<file path="src/rtl/logica_pipe.sv">
// logica_pipe: two-stage valid/ready pipeline producing x=A, y=~A, z=mode-selected B/C logic,
// plus a saturating count of ones delivered on z.
module logica_pipe #(
    parameter int WIDTH = 8,
    parameter int CNT_W = 16
) (
    input  logic             clk,
    input  logic             rst_n,
    input  logic             in_valid,
    output logic             in_ready,
    input  logic [WIDTH-1:0] a,
    input  logic [WIDTH-1:0] b,
    input  logic [WIDTH-1:0] c,
    input  logic [1:0]       mode,
    output logic             out_valid,
    input  logic             out_ready,
    output logic [WIDTH-1:0] x,
    output logic [WIDTH-1:0] y,
    output logic [WIDTH-1:0] z,
    input  logic             cnt_clr,
    output logic [CNT_W-1:0] z_ones
);
    localparam int PW = $clog2(WIDTH + 1);
    logic             s1_v;
    logic [WIDTH-1:0] s1_a, s1_b, s1_c;
    logic [1:0]       s1_mode;
    logic             s2_free, in_xfer, out_xfer;
    logic [WIDTH-1:0] z_d;
    logic [PW-1:0]    pop;
    logic [CNT_W:0]   sum;

    assign s2_free  = ~out_valid | out_ready;
    assign in_ready = ~s1_v | s2_free;
    assign in_xfer  = in_valid & in_ready;
    assign out_xfer = out_valid & out_ready;

    always_comb begin
        z_d = s1_mode == 2'b00 ? s1_b & s1_c :
              s1_mode == 2'b01 ? s1_b | s1_c :
              s1_mode == 2'b10 ? s1_b ^ s1_c : ~(s1_b & s1_c);
        pop = '0;
        for (int i = 0; i < WIDTH; i++) pop = pop + PW'(z[i]);
        sum = {1'b0, z_ones} + (CNT_W+1)'(pop);
    end

    always_ff @(posedge clk or negedge rst_n) begin
        if (!rst_n) begin
            s1_v    <= 1'b0;
            s1_a    <= '0;
            s1_b    <= '0;
            s1_c    <= '0;
            s1_mode <= '0;
        end else if (in_xfer) begin
            s1_v    <= 1'b1;
            s1_a    <= a;
            s1_b    <= b;
            s1_c    <= c;
            s1_mode <= mode;
        end else if (s1_v & s2_free) begin
            s1_v <= 1'b0;
        end
    end

    // S2 only moves when its current result has left (or it was empty), keeping outputs stable under stall
    always_ff @(posedge clk or negedge rst_n) begin
        if (!rst_n) begin
            out_valid <= 1'b0;
            x         <= '0;
            y         <= '0;
            z         <= '0;
        end else if (s2_free) begin
            out_valid <= s1_v;
            if (s1_v) begin
                x <= s1_a;
                y <= ~s1_a;
                z <= z_d;
            end
        end
    end

    // clear wins over a same-cycle transfer; the extra MSB of sum flags overflow for saturation
    always_ff @(posedge clk or negedge rst_n) begin
        if (!rst_n)
            z_ones <= '0;
        else if (cnt_clr)
            z_ones <= '0;
        else if (out_xfer)
            z_ones <= sum[CNT_W] ? '1 : sum[CNT_W-1:0];
    end
endmodule

</file>
<file path="config.mk">
export PLATFORM = sky130hd
export DESIGN_NAME = logica_pipe
export DESIGN_NICKNAME = d
export VERILOG_FILES = /design/src/rtl/logica_pipe.sv
export SDC_FILE = /design/constraint.sdc
export NUM_CORES = 1
export LEC_CHECK = 0
export BUFFER_PORTS_ARGS = -buffer_cell sky130_fd_sc_hd__buf_2
export CAP_MARGIN = 10
export CORE_MARGIN = 4
export CORE_UTILIZATION = 45
export DETAILED_ROUTE_END_ITERATION = 10
export PLACE_DENSITY = 0.66
export RECOVER_POWER = 25
export SLEW_MARGIN = 10
export SYNTH_ARGS = -nofsm -noshare
export SYNTH_HDL_FRONTEND = slang
export SYNTH_SLANG_ARGS = --single-unit
</file>
<file path="constraint.sdc">
create_clock -name clk -period 4.3 [get_ports clk]
set_input_delay 0.86 -clock clk [delete_from_list [all_inputs] [get_ports clk]]
set_output_delay 0.86 -clock clk [all_outputs]
set_load 0.01 [all_outputs]
</file>
==> flow_summary.yaml, run 1 <==
status:
  status: "finished with violations"
  violations: "capacitance limit, slew limit"
place:
  numPortBuffers: 72
  placed_cells: 487
  gp_congestion: 0.790
  dpl.hpwl_um: 4910
critical_path:
  critPathArrivalTime_ns: 4.18
  worstPathRequired_ns: 4.57
  critPathMaxFanout: 10
  cp-start-kind: "flip-flop"
  end_kind: "flip-flop"
  critical_path_class: "reg -> reg"
  rr_worst_depth: 12
cts:
  clkLatencyLatePin_ns: 0.35
  ctsHoldBuffers: 0
  cts_setup_buffers: 0
  cts_tree: "done"
  ctsHtreeMaxLevel: 3
  clock_path_buffers: 2
  cts.repair.resized: 0
  cts_buffers: 9
  clk_pin_slew_ns: 0.08
  clock-root-buffer: "clkbuf_8"
  cts.sinks: 68
cells_and_area:
  diodes: 0
  drive_gt1_share_pct: 31.7
  fin_nets: 454
  final_util_pct: 53.8
  area_growth_pct: 16.9
  layout.cells.non_filler: 503
timing:
  max_freq_ghz: 0.256
  rsz0062_at_grt: "no"
  slew_headroom_pct: -58.6
  fin_crit_ns: 3.91
  tightest_slew_ns: 2.38
  setup_violations: 0
  hold_violations: 0
  slew_violations: 46
  fin_crit_sh_pct: 90.9
  fin_skew_ns: 0.0126
  fin_setup_tns_ns: 0
die:
  die_h_um: 96.7
  initial_core_util_pct: 46.0
  core_area_mm2: 0.00769
  die_x_um: 96.7
  dieArea_mm2: 0.00935
  ios: 73
  fp-row-count: 32
global_routing:
  grt_pass1_wl_um: 11900
  grt_use_total_pct: 15.8
  grt_start_max_net_pins: 46
  overflow: 0
  antenna_found_initial: 0
  first_global_vias: 2562
routing:
  wire_per_inst_um: 13.3
  drc: 0
  dr.pass1.iters: 5
  viasPerCell: 5.02
  dr.first_iter.drc_count: 63
  vias: 2524
  wl_um: 6670
  ant_nets: 0
synthesis:
  netlist_area_mm2: 0.00354
  synthesis.nets: 387
  synth_warnings: 0
  synth_seq_cells: 68
  async_flop_share_pct: 100
  yosysTopAreaCell: "dfrtp_1"
  synth.avg_cell_area_um2: 10.8
  yosysMostFrequentCell: "dfrtp_1"
  synthDistinctLibCells: 42
  synthTopCellsByArea: "dfrtp_1 48%, mux2_2 11%, ha_1 7.8%"
  synthFlopType: "dfrtp_1"
  synth_seq_area_share_pct: 48.1
  syn_inst: 329
  synth_top_area_share_pct: 48.1
  synth_edf_count: 0
  synthTopCellsByCount: "68 x dfrtp_1, 37 x inv_1, 34 x mux2_2"
pwr:
  power.density_mw_per_mm2: 516
  irDropWorstVdd_mv: 0.259
  p_leak_uw: 0.00206
min_path:
  holdPathStages: 1
  hp-class: "reg -> reg"
run:
  maxCapViolations: 1
## cells by family (layout without fill, tap and decap cells)
kind of cell / Yosys count / in the layout / synth area share, %
adders and majority gates: 27 / 27 / 10.6
and+or+nand+nor: 72 / 72 / 9.69
AOI/OAI and AO/OA: 65 / 65 / 11.5
muxes: 42 / 42 / 13.1
DFF: 68 / 68 / 48.1
xor gates and xnor gates: 1 / 1 / 0.247
buffers and inverters: 54 / 126 / 6.82
## power breakdown
part | internal (uW) | switching (uW) | total, uW
Sequential | 750 | 97.0 | 847
Combinational | 355 | 384 | 739
Clock | 278 | 270 | 548
## metrics by stage
| stage | hold slack [ns] | total power [uW] | instance area, um2 | worst slack [ns] |
|---|---|---|---|---|
| global route | 0.507 | 2320 | 4140 | 0.215 |
| detailed placement | 0.471 | 1610 | 3930 | 0.378 |
| floorplan | 0.448 | 1390 | 3540 | 0.589 |
| global placement | 0.459 | 1600 | 3930 | 0.442 |
| finish | 0.478 | 2130 | 4140 | 0.391 |
| CTS | 0.483 | 2180 | 4140 | 0.381 |
## critical path: stages, from the launching register on
cell and delay (ns):
dfrtp_1 0.41, fa_1 0.54, inv_1 0.05, fa_1 0.49, fa_1 0.43, fa_1 0.39
inv_1 0.08, fa_1 0.22, a21o_1 0.13, a21oi_1 0.10, or3_1 0.54, and4_4 0.26
a211oi_2 0.20
## final timing paths
kind / from / to / slack (ns)
max in group asynchronous: rst_n / z[7] / 1.69
min reg2reg: s1_a[6] / y[6] / 0.48
max reg2reg: z[0] / z_ones[13] / 0.39
min in group asynchronous: rst_n / z_ones[11] / 1.22
max: z[0] / z_ones[13] / 0.39
min: s1_a[6] / y[6] / 0.48
## layout make-up
cell class | instances | area, um2
fill | 734 | 3550
sequential | 68 | 1700
multi-input combinational | 207 | 1600
timing repair buffer | 73 | 365
inverter | 37 | 139
tap | 102 | 128
clock buffer | 9 | 124
clock inverter | 7 | 82.6
## state kept, by name, indices dropped and copies added (netlist names)
name       flops
s1_a           8
s1_mode        2
y              8
s1_v           1
out_valid      1
z              8
s1_b           8
z_ones        16
x              8
s1_c           8
## layer usage
metal / GRT usage [%] / vias to the layer above / share of wire (%)
li1: - / 1260 / -
met4: 6.16 / 0 / 2.0
met3: 5.91 / 12 / 7.0
met2: 24.7 / 55 / 46
met1: 19.8 / 1197 / 45
met5: 0 / - / 0
## layout by cell type (no fill, tap or decap), types with 2 or more instances in the layout
cell and instances:
clkbuf_8 9, mux2_2 34, inv_1 37, a311oi_1 4, inv_6 3, and3_1 3
a31oi_1 7, nand3_1 2, a21oi_1 7, fa_1 5, nand2_1 32, o21ai_0 31
o21a_1 3, a211oi_1 4, dfrtp_1 68, and3_2 2, a41o_1 3, nor3_1 8
clkinvlp_4 2, nand2b_1 3, buf_2 70, mux2i_1 8, ha_1 22, nor2_1 14
clkbuf_1 2
No activity file was read; power rests on OpenSTA's default activity.
==> inputs of run 2 (changes only) <==
--- a/config.mk
+++ b/config.mk
@@ -10,8 +10,10 @@
 export CORE_MARGIN = 4
 export CORE_UTILIZATION = 45
 export DETAILED_ROUTE_END_ITERATION = 10
+export HOLD_SLACK_MARGIN = 0.08
 export PLACE_DENSITY = 0.66
 export RECOVER_POWER = 25
+export REMOVE_ABC_BUFFERS = 1
 export SLEW_MARGIN = 10
 export SYNTH_ARGS = -nofsm -noshare
 export SYNTH_HDL_FRONTEND = slang
==> constraint.sdc (replaced) <==
create_clock -name clk -period 4.3 [get_ports clk]
set_input_delay 0.86 -clock clk [delete_from_list [all_inputs] [get_ports clk]]
set_output_delay 0.86 -clock clk [all_outputs]
set_load 0.1 [all_outputs]
==> run 2 against run 1 <==
The flow still finishes with violations (capacitance limit, slew limit). Register-to-register slack got worse by 0.098 ns. Largest cell class unchanged. Sequential cell count did not move. Sequential power barely moved. Power rose by 28%. Core utilization rose by 0.29 points. Combinational power rose by 73%. Clock power rose by 11%. Via count fell by 1.3%. Clock-buffer cell count did not move. Cell area rose by 0.54%.
==> flow_summary.yaml, run 2 (same netlist as run 1, synthesis figures left out) <==
critical_path:
  critPathMaxFanout: 10
  timing.rr.start: "z[0]"
  rr_worst_depth: 12
  worstPathRequired_ns: 4.56
  cp_num_cells: 12
  critical_path_class: "reg -> reg"
  cp_top_family: "adder cells"
  cp-start-kind: "flip-flop"
  worst-path-buf-inv: 2
  end_kind: "flip-flop"
  crit_path_start: "z[0]"
  critPathArrivalTime_ns: 4.26
  endpoint: "z_ones[13]"
  slowest_stage: "or3_1"
  crit_chain: "fa_1, inv_1, fa_1, fa_1, fa_1, inv_1, fa_1, a21o_1, a21oi_1, or3_1, and4_4, a211oi_2"
  rr_endpoint: "z_ones[13]"
  max_stage_delay_ns: 0.55
  reg2reg_slack_ns: 0.29
  path_common_cell: "fa_1"
cts:
  cts.repair.resized: 0
  cts_buffers: 9
  cts_tree: "done"
  clkLatencyLatePin_ns: 0.34
  clock_path_buffers: 2
  clk_pin_slew_ns: 0.08
  ctsHoldBuffers: 0
  cts_setup_buffers: 0
  clock-root-buffer: "clkbuf_8"
  ctsHtreeMaxLevel: 3
  cts.sinks: 68
timing:
  slew_violations: 34
  fin_crit_ns: 4.01
  fin_skew_ns: 0.00979
  rsz0062_at_grt: "no"
  tightest_slew_ns: 1.78
  max_freq_ghz: 0.250
  hold_violations: 0
  fin_crit_sh_pct: 93.2
  setup_violations: 0
  slew_headroom_pct: -18.5
  whs_ns: 0.478
  fin_setup_tns_ns: 0
die:
  fp-row-count: 32
  dieArea_mm2: 0.00935
  die_x_um: 96.7
  core_area_mm2: 0.00769
  ios: 73
  initial_core_util_pct: 46.0
  die_h_um: 96.7
routing:
  dr.first_iter.drc_count: 52
  vias: 2492
  dr.pass1.iters: 4
  wire_per_inst_um: 13.4
  wl_um: 6750
  viasPerCell: 4.94
  ant_nets: 0
  drc: 0
global_routing:
  grt_util_met1_pct: 19.9
  overflow: 0
  first_global_vias: 2580
  grt_pass1_wl_um: 11900
  met3_usage_pct: 5.41
  use_met2_pct: 24.3
  top_usage_layer: "met2"
  antenna_found_initial: 0
  grt_start_max_net_pins: 37
  grt_use_total_pct: 15.3
place:
  dpl.hpwl_um: 4930
  gp_congestion: 0.795
  numPortBuffers: 72
  post_dp_cell_area_mm2: 0.00394
cells_and_area:
  fin_nets: 455
  largest_register_ffs: 16
  regMostFlops: "z_ones"
  drive_gt1_share_pct: 31.3
  diodes: 0
  area_growth_pct: 17.6
  stdcell_area_mm2: 0.00416
  layout_common_cells: "70 x buf_2, 68 x dfrtp_1, 37 x inv_1"
  final_common_cell: "buf_2"
min_path:
  hp-class: "reg -> reg"
pwr:
  irDropWorstVdd_mv: 0.378
  p_leak_uw: 0.00208
  power.density_mw_per_mm2: 658
run:
  maxCapViolations: 1
status:
  status: "finished with violations"
  violations: "capacitance limit, slew limit"
[run 2: power by group]
part	leakage (uW)	switching [uW]	internal (uW)	total (uW)
Clock	0.000116	270	337	606
Sequential	0.000831	96.2	750	847
Combinational	0.00113	926	359	1280
Total	0.00208	1290	1450	2740
[run 2: per-stage QoR]
| stage | setup slack [ns] | power (uW) | cells | util, % |
|---|---|---|---|---|
| 2_1_floorplan | 0.0474 | 1900 | 312 | - |
| 3_3_place_gp | 0.416 | 2120 | 488 | 51.3 |
| 3_5_place_dp | 0.303 | 2160 | 488 | 51.3 |
| 4_1_cts | 0.281 | 2770 | 504 | 54.2 |
| 5_1_grt | 0.0787 | 2930 | 504 | 54.1 |
| 6_report | 0.293 | 2740 | 504 | 54.1 |
[run 2: worst reg2reg max path: stages (launching register included)]
cell	delay, ns
dfrtp_1	0.41
fa_1	0.54
inv_1	0.05
fa_1	0.52
fa_1	0.44
fa_1	0.40
inv_1	0.08
fa_1	0.23
a21o_1	0.14
a21oi_1	0.11
or3_1	0.55
and4_4	0.26
a211oi_2	0.21
[run 2: layer usage]
metal / wire length [um] / vias to the layer above
met1: 3130 / 1178
met2: 3170 / 50
met3: 386 / 6
li1: - / 1258
met4: 61 / 0
met5: 0 / -
[run 2: cell type report]
cell class	instances	area [um2]
fillers	732	3530
multi-input cells	207	1600
flip-flops and latches	68	1700
clock buffers	9	124
repair buffers	74	367
clock inverters	7	106
well taps	102	128
inverters	37	139
[run 2: worst min path at each step]
stage / from / cells after the start / endpoint
6_report: s1_a[7] / 1 / y[7]
5_1_grt: s1_a[3] / 1 / y[3]
2_1_floorplan: s1_a[5] / 1 / y[5]
4_1_cts: s1_a[7] / 1 / y[7]
3_3_place_gp: y[4] / 2 / y[4]
3_5_place_dp: y[4] / 2 / y[4]
